===== src/rtl/nibble_loader.sv =====
// Serial-to-parallel nibble loader: captures 4 MSB-first bits (plus optional even
// parity) and pulses a one-cycle load into a downstream 4-bit hold/load register.
`timescale 1ns/1ps

module nibble_loader #(
    parameter bit PARITY_EN = 1'b1
) (
    input  logic       Clk,
    input  logic       Rst,
    input  logic       Start,
    input  logic       SerIn,
    input  logic       SerValid,
    output logic [3:0] I,
    output logic       Hold,
    output logic       Busy,
    output logic       Done,
    output logic       Err
);

    typedef enum logic [1:0] {
        IDLE   = 2'd0,
        SHIFT  = 2'd1,
        PARITY = 2'd2,
        LOAD   = 2'd3
    } state_t;

    state_t     state, state_nxt;
    logic [3:0] shift_q, shift_nxt;
    logic [1:0] count_q, count_nxt;
    logic       err_q, err_nxt;

    // NOTE: sequential state uses non-blocking assignments so every register
    // samples the pre-edge values regardless of statement order.
    always_ff @(posedge Clk or negedge Rst) begin
        if (!Rst) begin
            state   <= IDLE;
            shift_q <= 4'b0000;
            count_q <= 2'd0;
            err_q   <= 1'b0;
        end else begin
            state   <= state_nxt;
            shift_q <= shift_nxt;
            count_q <= count_nxt;
            err_q   <= err_nxt;
        end
    end

    // NOTE: every signal gets a default before the case so no path leaves one
    // unassigned, which would otherwise infer a latch.
    always_comb begin
        state_nxt = state;
        shift_nxt = shift_q;
        count_nxt = count_q;
        err_nxt   = 1'b0;

        unique case (state)
            IDLE: begin
                if (Start) begin
                    shift_nxt = 4'b0000;
                    count_nxt = 2'd0;
                    state_nxt = SHIFT;
                end
            end
            SHIFT: begin
                if (SerValid) begin
                    shift_nxt = {shift_q[2:0], SerIn};
                    count_nxt = count_q + 2'd1;
                    if (count_q == 2'd3) begin
                        state_nxt = PARITY_EN ? PARITY : LOAD;
                    end
                end
            end
            PARITY: begin
                if (SerValid) begin
                    if (SerIn == ^shift_q) begin
                        state_nxt = LOAD;
                    end else begin
                        state_nxt = IDLE;
                        err_nxt   = 1'b1;
                    end
                end
            end
            LOAD: begin
                state_nxt = IDLE;
            end
            default: begin
                state_nxt = IDLE;
            end
        endcase
    end

    // The shift register only changes in SHIFT or on Start, so I stays put
    // from LOAD until the next frame begins.
    assign I    = shift_q;
    assign Hold = (state != LOAD);
    assign Busy = (state != IDLE);
    assign Done = (state == LOAD);
    assign Err  = err_q;

endmodule

===== config.mk =====
export PLATFORM = sky130hd
export DESIGN_NAME = nibble_loader
export DESIGN_NICKNAME = d
export VERILOG_FILES = /design/src/rtl/nibble_loader.sv
export SDC_FILE = /design/constraint.sdc
export NUM_CORES = 1
export LEC_CHECK = 0
export ABC_AREA = 1
export ABC_CLOCK_PERIOD_IN_PS = 1800
export BUFFER_PORTS_ARGS = -buffer_cell sky130_fd_sc_hd__buf_4
export CAP_MARGIN = 20
export CORE_MARGIN = 1
export CORE_UTILIZATION = 25
export CTS_BUF_LIST = sky130_fd_sc_hd__clkbuf_4 sky130_fd_sc_hd__clkbuf_8
export DETAILED_ROUTE_END_ITERATION = 12
export PLACE_DENSITY = 0.55
export SKIP_CTS_REPAIR_TIMING = 1
export SLEW_MARGIN = 20
export SYNTH_ARGS = -nofsm -noshare
export SYNTH_HDL_FRONTEND = slang
export SYNTH_SLANG_ARGS = --single-unit

===== constraint.sdc =====
create_clock -name Clk -period 1.8 [get_ports Clk]
set_input_delay 0.36 -clock Clk [delete_from_list [all_inputs] [get_ports Clk]]
set_output_delay 0.36 -clock Clk [all_outputs]
set_load 0.03 [all_outputs]

Yosys cells after proc, flatten, opt, wreduce, memory -nomap -nowiden --
Index checks and enable logic that the tools add are counted.
Word-level totals: logic and storage cells 36, input bits 5, output and inout port bits 8, flip-flop bits (word level) 9
Operators by class: equal/unequal tests 10, muxes and demuxes 15, reduce and logical (&&, ||, !) cells 6, add/subtract/negate cells 1
Operators by type and width (count):
- $mux W2 | 7
- $ne A2 B2 Y1 const B | 5
- $mux W4 | 2
- $pmux W2 S4 | 1
- $pmux W4 S2 | 1
- $eq A2 B2 Y1 const B | 3
- $pmux W2 S2 | 1
- $reduce_and A4 Y1 | 1
- $reduce_bool A2 Y1 | 2
- $reduce_xor A4 Y1 | 1
- $mux W1 | 3
- $reduce_and A3 Y1 | 1
- $add A2 B1 Y2 const B | 1
- $eq A2 B1 Y1 const B | 1
- $logic_not A2 Y1 | 1
- $eq A1 B1 Y1 | 1

Longest topological paths before layout --
depth in word-level cells 5, mapped depth 8, depth with buffers taken out 8

Least setup slack after synthesis --
No wires, ideal clock.
kind register to output, start point register state[1], end point output Done, cell stages (with the launch flop) 3, path slack 0.557 ns, path buffers 0, data required time 1.440 ns, data arrival time 0.883 ns, cells stage by stage dfrtp_1 > nand2_1 > inv_1
Between the ends: cells in the longest elaborated chain, start to end 1
RTL lines:
- from (decl) | line 27 | state_t state, state_nxt;
- from (signal assigned) | line 41 | state <= state_nxt;
- $eq A2 B2 Y1 | line 97 | assign Done = (state == LOAD);
- to (decl) | line 16 | output logic Done,
Every way passes these cells.

Worst setup path after layout --
start point register state[1], end point output Busy
Between the ends: cells in the longest elaborated chain, start to end 1
RTL lines:
- $reduce_bool A2 Y1 | line 96 | assign Busy = (state != IDLE);
- to (decl) | line 15 | output logic Busy,
Every way passes these cells.

==> metrics.txt <==
final clock period utilization by the worst path=0.822; RSZ-0062 raised after global routing=false; Yosys warnings=0; count of final setup violators=0; proportion of layout cells with a drive suffix above 1=0.220; via count=447; DRC violations left=0; layout overhead on the synthesized area=33.7%; power density over the cells=1810 nW/um2; startpoint of the tightest hold check path=SerValid; share of the yosys chip area belonging to registers=0.470; number of I/O pins=13; initial antenna violation count=0; count of inserted antenna diode cells=0; met1 Resource Use GR=0.141; actual transition at the worst max-transition pin=216 ps; floorplan die height=45.8 um; number of iterations in the first detailed-routing pass=4; number of sinks handled by clock tree synthesis=9; floorplan row count=15; critical path type=reg -> out; clock root cell=sky130_fd_sc_hd__clkbuf_4; initial standard-cell utilization of the core=0.272; via count of the first global-routing pass=370; Arr. time, crit path=1120 ps; count of filler cells inserted in the layout=roughly 200; total clock buffers created by CTS=3; highest achievable clock rate=0.676 GHz; clock tree from TritonCTS=done; global router's overall resource usage=0.109; mean area per synthesized cell=7.37 um2; worst-case vdd ir drop=between 0.0007 and 0.0008 V; wirelength, routed=951 um; die boundary width=45.8 um; antenna-violating nets left=0; FF-to-FF Start=state[1]; maximum number of pins on one net before global-route repair=10; R2R Setup Slk=580 ps; Clock Tree Buf Depth=2; worst hold-check path type=in -> reg; launching instance or port of the critical path=state[1]; status=finished, final reports clean; sequential standard cell area=225 um2; via density per instance=4.18; Port Buf Inserts=12; number of synthesized register bits=9; number of endpoints with negative hold slack in the final report=0; sum of overflow across all layers after global routing=0; insertion delay of the later-clocked pin in the worst-skew pair=260 ps; global-route layer with the greatest usage=met1; worst rel slew slack=0.854; final critical-path required period=roughly 1500 ps; core footprint=roughly 1800 um2; cell area after synthesis=479 um2; weighted congestion at the end of routability-driven global placement=0.721; wire length of the first global-routing pass=1480 um; Post-Syn Nets=71; Post-layout nets=89; sum of net half-perimeters after detailed placement=740 um; static leakage=0.362 nW; number of distinct standard cells referenced by the synthesized netlist=13; non-filler instance count after layout=107; worst path required time=1440 ps; startpoint class of the critical path=register; final total power=approximately 0.0012 W; synthesized netlist cell count=between 60 and 70; number of H-tree branching levels=1; max-capacitance violation count=0; final sum of negative setup slack=0 ps; Max FO, Critical Path=5; clock skew after layout=1.96 ps; GR Layer Usage met3=0.0714; endpoint class of the critical path=primary output; number of design-rule violations left by the first detailed-router iteration=8; Max Slew Vio Count=0; clock slew seen by the registers of the worst setup and hold paths=60 ps; area of the multi-input gates=194 um2; Post-Place Cells=a little over 100; WL per Instance=8.89 um; die footprint=roughly 2100 um2; met2 Track Usage GR=0.137
[final timing paths]
| kind | to | cells after the start |
|---|---|---|
| min reg2reg | count_q[1] | 2 |
| min | Err | 3 |
| max | Busy | 3 |
| max in group asynchronous | I[0] | 2 |
| min in group asynchronous | count_q[0] | 2 |
| max reg2reg | count_q[0] | 7 |
[synthesized netlist by cell type]
master | count | area [um2]
sky130_fd_sc_hd__dfrtp_1 | 9 | 225
sky130_fd_sc_hd__a21oi_1 | 3 | 15.0
sky130_fd_sc_hd__nor2_1 | 5 | 18.8
sky130_fd_sc_hd__ha_1 | 1 | 12.5
sky130_fd_sc_hd__xor2_1 | 1 | 8.76
sky130_fd_sc_hd__inv_1 | 16 | 60.1
sky130_fd_sc_hd__o21ai_2 | 1 | 8.76
sky130_fd_sc_hd__nor3_1 | 1 | 5.00
sky130_fd_sc_hd__o22ai_1 | 4 | 25.0
sky130_fd_sc_hd__o21ai_0 | 2 | 10.0
sky130_fd_sc_hd__nand3_1 | 4 | 20.0
sky130_fd_sc_hd__nand2_1 | 17 | 63.8
sky130_fd_sc_hd__nor2_2 | 1 | 6.26
[where the power goes]
part	total [W]	internal [W]	leakage [nW]	switching, W
Clock	0.000170	0.000100	0.0184	0.0000700
Combinational	0.000635	0.000229	0.226	0.000405
Sequential	0.000353	0.000279	0.118	0.0000739
Total	0.00116	0.000609	0.362	0.000549
[through the flow]
stage               setup WS [ps]  hold WS [ps]  cell area [um2]   util
floorplan                     557          64.4              479      -
global placement              581           193              601  0.340
detailed placement            586           193              601  0.340
CTS                           299         -98.6              631  0.357
global route                  249           355              641  0.363
finish                        320           364              641  0.363
[layout by cell type, fill, tap and decap left out]
master                          synthesis  layout
sky130_fd_sc_hd__buf_4                  0      12
sky130_fd_sc_hd__xor2_1                 1       1
sky130_fd_sc_hd__clkbuf_4               0       4
sky130_fd_sc_hd__nor2_2                 1       1
sky130_fd_sc_hd__o21ai_0                2       2
sky130_fd_sc_hd__nor2_1                 5       5
sky130_fd_sc_hd__nand2_1               17      17
sky130_fd_sc_hd__nand3_1                4       4
sky130_fd_sc_hd__o21ai_2                1       1
sky130_fd_sc_hd__dlygate4sd3_1          0       1
sky130_fd_sc_hd__nor3_1                 1       1
sky130_fd_sc_hd__a21oi_1                3       3
sky130_fd_sc_hd__inv_1                 16      16
sky130_fd_sc_hd__dfrtp_1                9       9
sky130_fd_sc_hd__ha_1                   1       1
sky130_fd_sc_hd__o22ai_1                4       4
[worst max-delay path, stage by stage, from the launching register on]
cell and delay [ps]:
sky130_fd_sc_hd__dfrtp_1 430, sky130_fd_sc_hd__nor2_1 200, sky130_fd_sc_hd__inv_1 60, sky130_fd_sc_hd__buf_4 160
[registers in the layout, summed over array words and instances, names as in the netlist]
| signal | count |
|---|---|
| count_q | 2 |
| state | 2 |
| Err | 1 |
| I | 4 |
[cells by family (layout without fill, tap and decap cells)]
family / count (synthesis) / after routing / synth area share
and+or+nand+nor: 28 / 28 / 0.238
buffers and inverters: 16 / 33 / 0.125
AOI/OAI and AO/OA: 10 / 10 / 0.123
DFF: 9 / 9 / 0.470
adders and majority gates: 1 / 1 / 0.0261
xor gates and xnor gates: 1 / 1 / 0.0183
[area by class of cell]
class                           instances  area share
Tap cell                               25      0.0488
Timing Repair Buffer                   13       0.156
Multi-Input combinational cell         40       0.303
Sequential cell                         9       0.352
Inverter                               16      0.0938
Clock buffer                            4      0.0469
[per-layer routing]
| metal | up-vias | part of all wire | wire length, um |
|---|---|---|---|
| met5 | - | 0 | 0 |
| met4 | 0 | 0.013 | 12 |
| met3 | 2 | 0.066 | 63 |
| met2 | 15 | 0.43 | 410 |
| met1 | 192 | 0.49 | 465 |
| li1 | 238 | - | - |
Power figures use the tool's default switching activity.
